**config.mk**
```make
export PLATFORM = sky130hd
export DESIGN_NAME = antilog2_iter
export DESIGN_NICKNAME = d
export VERILOG_FILES = /design/src/rtl/antilog2_iter.sv
export SDC_FILE = /design/constraint.sdc
export NUM_CORES = 1
export LEC_CHECK = 0
export BUFFER_PORTS_ARGS = -buffer_cell sky130_fd_sc_hd__buf_2
export CAP_MARGIN = 20
export CORE_ASPECT_RATIO = 0.75
export CORE_MARGIN = 1.5
export CORE_UTILIZATION = 50
export CTS_BUF_LIST = sky130_fd_sc_hd__clkbuf_4
export CTS_CLUSTER_DIAMETER = 120
export DETAILED_ROUTE_END_ITERATION = 7
export PLACE_DENSITY = 0.69
export SLEW_MARGIN = 25
export SYNTH_ARGS = -nofsm -noshare
export SYNTH_HDL_FRONTEND = slang
export SYNTH_SLANG_ARGS = --single-unit
```
**constraint.sdc**
```tcl
create_clock -name clk -period 6.7 [get_ports clk]
set_clock_uncertainty 0.15 [all_clocks]
set_input_delay 1.005 -clock clk [delete_from_list [all_inputs] [get_ports clk]]
set_output_delay 1.005 -clock clk [all_outputs]
set_load 0.02 [all_outputs]
```
**src/rtl/antilog2_iter.sv**
```systemverilog
// rtl/antilog2_iter.sv - iterative base-2 antilog, 2^f in 1.15 (ANTILOG2_ROUND_EN selects round-to-nearest)
module antilog2_iter #(
  parameter int IN_WIDTH  = 7,
  parameter int MAN_WIDTH = 16
) (
  input  logic                 clk,
  input  logic                 rst,
  input  logic                 in_valid,
  input  logic [IN_WIDTH-1:0]  frac_value,
  output logic                 in_ready,
  output logic [MAN_WIDTH-1:0] output_value,
  output logic                 out_valid
);

  localparam int CNT_W = (IN_WIDTH > 1) ? $clog2(IN_WIDTH) : 1;
  localparam logic [CNT_W-1:0] CNT_TOP = CNT_W'(IN_WIDTH - 1);

  typedef enum logic [1:0] {
    IDLE = 2'd0,
    EVAL = 2'd1,
    DONE = 2'd2
  } state_t;

  state_t             state, state_nxt;
  logic [15:0]        acc;
  logic [15:0]        out_reg;
  logic [IN_WIDTH-1:0] f_reg;
  logic [CNT_W-1:0]   count;

  logic [3:0]         k_idx;
  logic [15:0]        c_k;
  logic [31:0]        prod;
  logic [15:0]        acc_mul;
  logic [15:0]        acc_next;
  logic               unused_low_bits;

  // C[k] = floor(2^(2^-k) * 32768); k=1 is the weight of the fraction MSB
  function automatic logic [15:0] c_rom(input logic [3:0] k);
    case (k)
      4'd1:    c_rom = 16'hB504;
      4'd2:    c_rom = 16'h9837;
      4'd3:    c_rom = 16'h8B95;
      4'd4:    c_rom = 16'h85AA;
      4'd5:    c_rom = 16'h82CD;
      4'd6:    c_rom = 16'h8164;
      4'd7:    c_rom = 16'h80B1;
      default: c_rom = 16'h8000;
    endcase
  endfunction

  assign k_idx = 4'(IN_WIDTH) - 4'(count);
  assign c_k   = c_rom(k_idx);
  assign prod  = 32'(acc) * 32'(c_k);

`ifdef ANTILOG2_ROUND_EN
  logic [32:0] prod_rnd;
  assign prod_rnd        = {1'b0, prod} + 33'h0000_4000;
  assign acc_mul         = (prod_rnd[32:31] != 2'b00) ? 16'hFFFF : prod_rnd[30:15];
  assign unused_low_bits = ^prod_rnd[14:0];
`else
  // P[31] cannot be set for operands in [1,2); saturation only guards against it
  assign acc_mul         = prod[31] ? 16'hFFFF : prod[30:15];
  assign unused_low_bits = ^prod[14:0];
`endif

  assign acc_next = f_reg[count] ? acc_mul : acc;

  // State register
  always_ff @(posedge clk) begin
    if (rst) state <= IDLE;
    else     state <= state_nxt;
  end

  // Next-state decode; illegal encoding recovers to IDLE
  always_comb begin
    state_nxt = state;
    case (state)
      IDLE:    if (in_valid) state_nxt = EVAL;
      EVAL:    if (count == '0) state_nxt = DONE;
      DONE:    state_nxt = IDLE;
      default: state_nxt = IDLE;
    endcase
  end

  // Datapath: load on accept, one fraction bit per EVAL cycle, MSB first
  always_ff @(posedge clk) begin
    if (rst) begin
      acc     <= 16'h0000;
      f_reg   <= '0;
      count   <= CNT_TOP;
      out_reg <= 16'h0000;
    end else begin
      case (state)
        IDLE: begin
          if (in_valid) begin
            acc   <= 16'h8000;
            f_reg <= frac_value;
            count <= CNT_TOP;
          end
        end
        EVAL: begin
          acc <= acc_next;
          if (count == '0) out_reg <= acc_next;
          else             count   <= count - 1'b1;
        end
        default: ;
      endcase
    end
  end

  assign in_ready     = (state == IDLE);
  assign out_valid    = (state == DONE);
  assign output_value = MAN_WIDTH'(out_reg);

endmodule

```
After elaboration in Yosys (flattened, before gate mapping)

Cells that the tools add are included.

Register bits after elaboration: 44
Bits of input ports: 10
Output and inout bits: 18

Add/subtract/negate cells: 2
Multiply operators: 1
Magnitude comparators: 1
Equal/unequal tests: 12
Multiplexer cells: 13
Reductions and logical operators: 8

Operators by type and width:

| operator            | count |
|---|---|
| $pmux 14 s7         | 1 |
| $mux 16             | 3 |
| $mul 16x16->32      | 1 |
| $pmux 16 s2         | 1 |
| $eq 4x3->1 const B  | 4 |
| $eq 4x2->1 const B  | 2 |
| $reduce_and 2->1    | 4 |
| $mux 3              | 2 |
| $ne 2x2->1 const B  | 3 |
| $pmux 3 s2          | 1 |
| $eq 4x1->1 const B  | 1 |
| $lt 3x4->1 const B  | 1 |
| $mux 2              | 2 |
| $pmux 2 s2          | 1 |
| $sub 3x3->4 const A | 1 |
| $bmux 1 s3          | 1 |
| $logic_not 3->1     | 1 |
| $reduce_and 3->1    | 1 |
| $sub 3x1->3 const B | 1 |
| $eq 2x1->1 const B  | 1 |
| $eq 2x2->1 const B  | 1 |
| $logic_not 2->1     | 1 |
| $reduce_bool 2->1   | 1 |
| $mux 1              | 1 |

Longest topological paths before layout

Depth in word-level cells: 7
Mapped depth: 29
Mapped depth without buffers: 25

Worst setup path before layout

Ideal clock, no wire load.

Path kind: register -> register
From: reg count[2]
To: reg out_reg[12], in the netlist output_value[12]
Library setup time: 0.083 ns
Data arrival time: 6.739 ns
Required time: 6.467 ns
Slack: -0.272 ns
Stages on the path, launching flop included: 28
Path buffers: 4
Clock period less this slack: 6.972 ns
Cell sequence: dfxtp_1 clkbuf_1 clkbuf_1 nand2_1 o21ai_1 clkbuf_1 nand2_1 fa_1 inv_1 fa_1 inv_1 fa_1 inv_1 fa_1 fa_1 inv_1 fa_1 inv_1 ha_1 a21oi_1 o21ai_1 a41oi_1 a21oi_2 o31ai_4 xor2_2 buf_2 nor2_1 o221ai_1

Cells in the longest elaborated chain, start to end: 6

Ends and longest elaborated chain:

| item                               | RTL line | RTL |
|---|---|---|
| start, declared                    | 28       | `logic [CNT_W-1:0] count;` |
| start signal, assigned             | 104      | `else count <= count - 1'b1;` |
| $sub 3x3->4                        | 51       | `assign k_idx = 4'(IN_WIDTH) - 4'(count);` |
| $eq 4x3->1 (tied with other cells) | 39       | `case (k)` |
| $pmux 14 s7                        | 39       |  |
| $mul 16x16->32                     | 53       | `assign prod = 32'(acc) * 32'(c_k);` |
| $mux 16                            | 62       | `assign acc_mul = prod[31] ? 16'hFFFF : prod[30:15];` |
| $mux 16                            | 66       | `assign acc_next = f_reg[count] ? acc_mul : acc;` |
| end signal, assigned               | 103      | `if (count == '0) out_reg <= acc_next;` |
| end, declared                      | 26       | `logic [15:0] out_reg;` |

Several ways; a longest one is shown, not always the timed one. The select of a mux whose other input is x is not followed.
A chain may end at the register's enable or synchronous reset.

Worst setup path after layout

From: reg count[1]
To: reg out_reg[4], in the netlist output_value[4]

Same word-level chain as after synthesis.

==> qor.yml <==
status:
  status: "complete, but fails checks"
  violations: "DRC, setup timing"
placed_design:
  placedCellCount: 1559
  io_buffers: 27
  place_congestion: 0.8995
  hpwl_um: 21780
drt:
  first_iter_violations: 700
  antenna_left: 0
  vias: 8754
  routedWlPerCell_um: 17.64
  drc: 1
  routed_wirelength_um: 28070
  viasPerCell: 5.502
  drt_pass1_iterations: 7
critical_path:
  path_max_fanout: 7
  startpoint: "count[1]$_SDFFE_PP1P_"
  crit_arrival_ns: 6.88
  slowest_stage: "fa_1"
  cp_num_buf_inv: 10
  crit_path_start_kind: "register"
  crit_path_end_kind: "register"
  slowest_delay_ns: 0.56
  timing.rr.start: "count[1]$_SDFFE_PP1P_"
  worstPathRequired_ns: 6.83
  cp_top_family: "adder cells"
  crit_type: "reg -> reg"
synth:
  ys_warn_count: 0
  seq_area_frac_synth_pct: 8.745
  ys_seq_elements: 44
  synth_top_area_share_pct: 35.38
  synth_cell_type_count: 58
  ys.flop_type: "dfxtp_1"
  yosys.area.top_type: "fa_1"
  syn_nets: 1495
  synth_edf_count: 0
  synth_area_mm2: 0.01007
  yosys-top-cells-count: "inv_1 (225), nand2_1 (191), fa_1 (178)"
  synth_cells: 1189
  synth_most_common_cell: "inv_1"
  synthTopCellsByArea: "fa_1 (35%), ha_1 (15%), dfxtp_1 (8.7%)"
  async_flop_share_pct: 0
  synth.avg_cell_area_um2: 8.471
global_route:
  grt.overflow.total: 0
  grt.total_usage_pct: 27.18
  grt_pass1_vias: 8965
  antenna_found_initial: 0
  globalRouteMet1Util_pct: 37.73
  grt_util_met3_pct: 3.865
  grt.busiest_layer: "met2"
  use_met2_pct: 44.77
  grt_max_degree: 21
  grt_first_pass_wirelength_um: 45360
hold_path:
  min_from: "output_value[14]$_SDFFE_PP0P_"
  hold_path_class: "reg -> reg"
floorplanning:
  row_count: 44
  die_x_um: 166.9
  initial_core_util_pct: 51.54
  core_area_mm2: 0.01954
  die-area_mm2: 0.02101
  fp.dieH_um: 125.9
  boundaryPins: 28
sta:
  fin_crit_sh_pct: 100.7
  fmax_mhz: 148.2
  finalCriticalPeriod_ns: 6.747
  worst_pin_slew_ns: 1.021
  hold_violations: 0
  setup_violations: 9
  fin_ws_ns: -0.04749
  relSlewSlack_pct: 31.42
  rsz0062_at_grt: "true"
  finalMaxSlewViolations: 0
clocking:
  hold_buffers: 0
  clockBufferDepth: 2
  htree_levels: 2
  cts_buffers: 5
  cts-root-buf: "clkbuf_4"
  cts_tree: "done"
  insertion_delay_ns: 0.37
  cts_num_sinks: 44
  clkTransAtPathRegs_ns: 0.15
pwr:
  power.density_mw_per_mm2: 64.32
  ir_worst_vdd_v: 0.00009122
  power.leakage_nw: 6.450
  total_power_w: 0.0008065
layout:
  layout-drive-gt1-share_pct: 23.99
  finalNonFillerCells: 1591
  synthToLayoutAreaGrowth_pct: 24.50
  nNetsFinal: 1643
  fill_cells: 1574
  antenna_cells: 0
  final_util_pct: 64.16
job:
  cap_violations: 0
==> per-stage QoR <==
| stage | hold WS (ns) | setup slack [ns] | instance area [um^2] | TNS, ns |
|---|---|---|---|---|
| after CTS | 0.3083 | 0.006533 | 11880 | 0 |
| after floorplan | 0.2831 | 0.02372 | 10100 | 0 |
| after global routing | 0.3341 | -0.2943 | 12540 | -4.977 |
| after detailed placement | 0.2888 | -0.7141 | 11430 | -17.31 |
| after global placement | 0.2840 | -0.5624 | 11430 | -13.48 |
| final | 0.3055 | -0.04749 | 12540 | -0.2250 |
==> what timing repair did <==
item                       4_1_cts  5_1_grt
setup endpoints to repair       32       32
pin swaps                       21       75
cloned                           3        0
buffers inserted                 9       12
resized for setup               43      108
==> tightest hold or removal path, delay by kind of cell (launching register included) <==
kind | cells | cell delay (ns)
AOI/OAI and AO/OA | 1 | 0.05
DFF | 1 | 0.34
and+or+nand+nor | 1 | 0.05
==> layout make-up <==
| class | instances | area (um^2) | area share [%] |
|---|---|---|---|
| clock buffer | 5 | 37.54 | 0.2993 |
| inverter | 226 | 850.8 | 6.785 |
| multi-input combinational | 869 | 8911 | 71.06 |
| clock inverter | 3 | 46.29 | 0.3692 |
| tap | 253 | 316.6 | 2.524 |
| sequential | 44 | 888.4 | 7.084 |
| timing repair buffer | 191 | 1489 | 11.87 |
==> layer usage <==
| layer | up-vias | share of wire [%] |
|---|---|---|
| met4 | 0 | 2.9 |
| li1 | 4011 | - |
| met5 | - | 0 |
| met2 | 338 | 48 |
| met1 | 4338 | 42 |
| met3 | 67 | 6.8 |
==> cell families (layout without fill, tap and decap cells) <==
logic type               after synthesis  in the layout  share of synthesized area [%]
AND/OR/NAND/NOR                      400            400                          18.88
adder cells (fa/ha/maj)              296            296                          50.04
buffers and inverters                279            425                          10.53
AO/OA/AOI/OAI                        143            143                          9.019
flip-flops                            44             44                          8.745
XOR/XNOR                              16             19                          1.466
multiplexers                          11             11                          1.317
==> final timing paths <==
check / to / slack, ns / cells after the start
hold reg to reg: output_value[14]$_SDFFE_PP0P_ / 0.31 / 2
setup reg to reg: output_value[4]$_SDFFE_PP0P_ / -0.05 / 29
setup / recovery: output_value[4]$_SDFFE_PP0P_ / -0.05 / 29
hold / removal: output_value[14]$_SDFFE_PP0P_ / 0.31 / 2
==> power by group <==
group	internal (W)	switching [W]	leakage, nW
logic	0.000152	0.000201	6.05
clock network	0.0000799	0.0000983	0.0418
registers	0.000268	0.00000805	0.357
==> cells in the final DEF (no fill, tap or decap), types with 4 or more instances in the layout <==
cell type	count
a21oi_1	32
o21ai_1	16
and2_4	5
buf_2	27
and2_1	76
and3_1	22
xor2_4	4
o21ai_2	9
buf_4	143
xnor2_1	5
inv_2	9
fa_2	6
nor3_1	13
ha_4	19
o21bai_1	5
nand2b_1	6
inv_1	215
buf_12	5
a21oi_2	8
ha_1	98
mux2i_1	5
dfxtp_1	42
nand4_1	9
nor2_1	35
nor2b_1	7
o21ai_0	22
a21oi_4	4
nand3_1	8
fa_1	172
buf_6	16
xor2_1	5
nand2_2	5
a21o_1	8
nor3_2	9
clkbuf_4	5
nand2_1	183
Note: power is estimated with default switching activity, not from simulation.
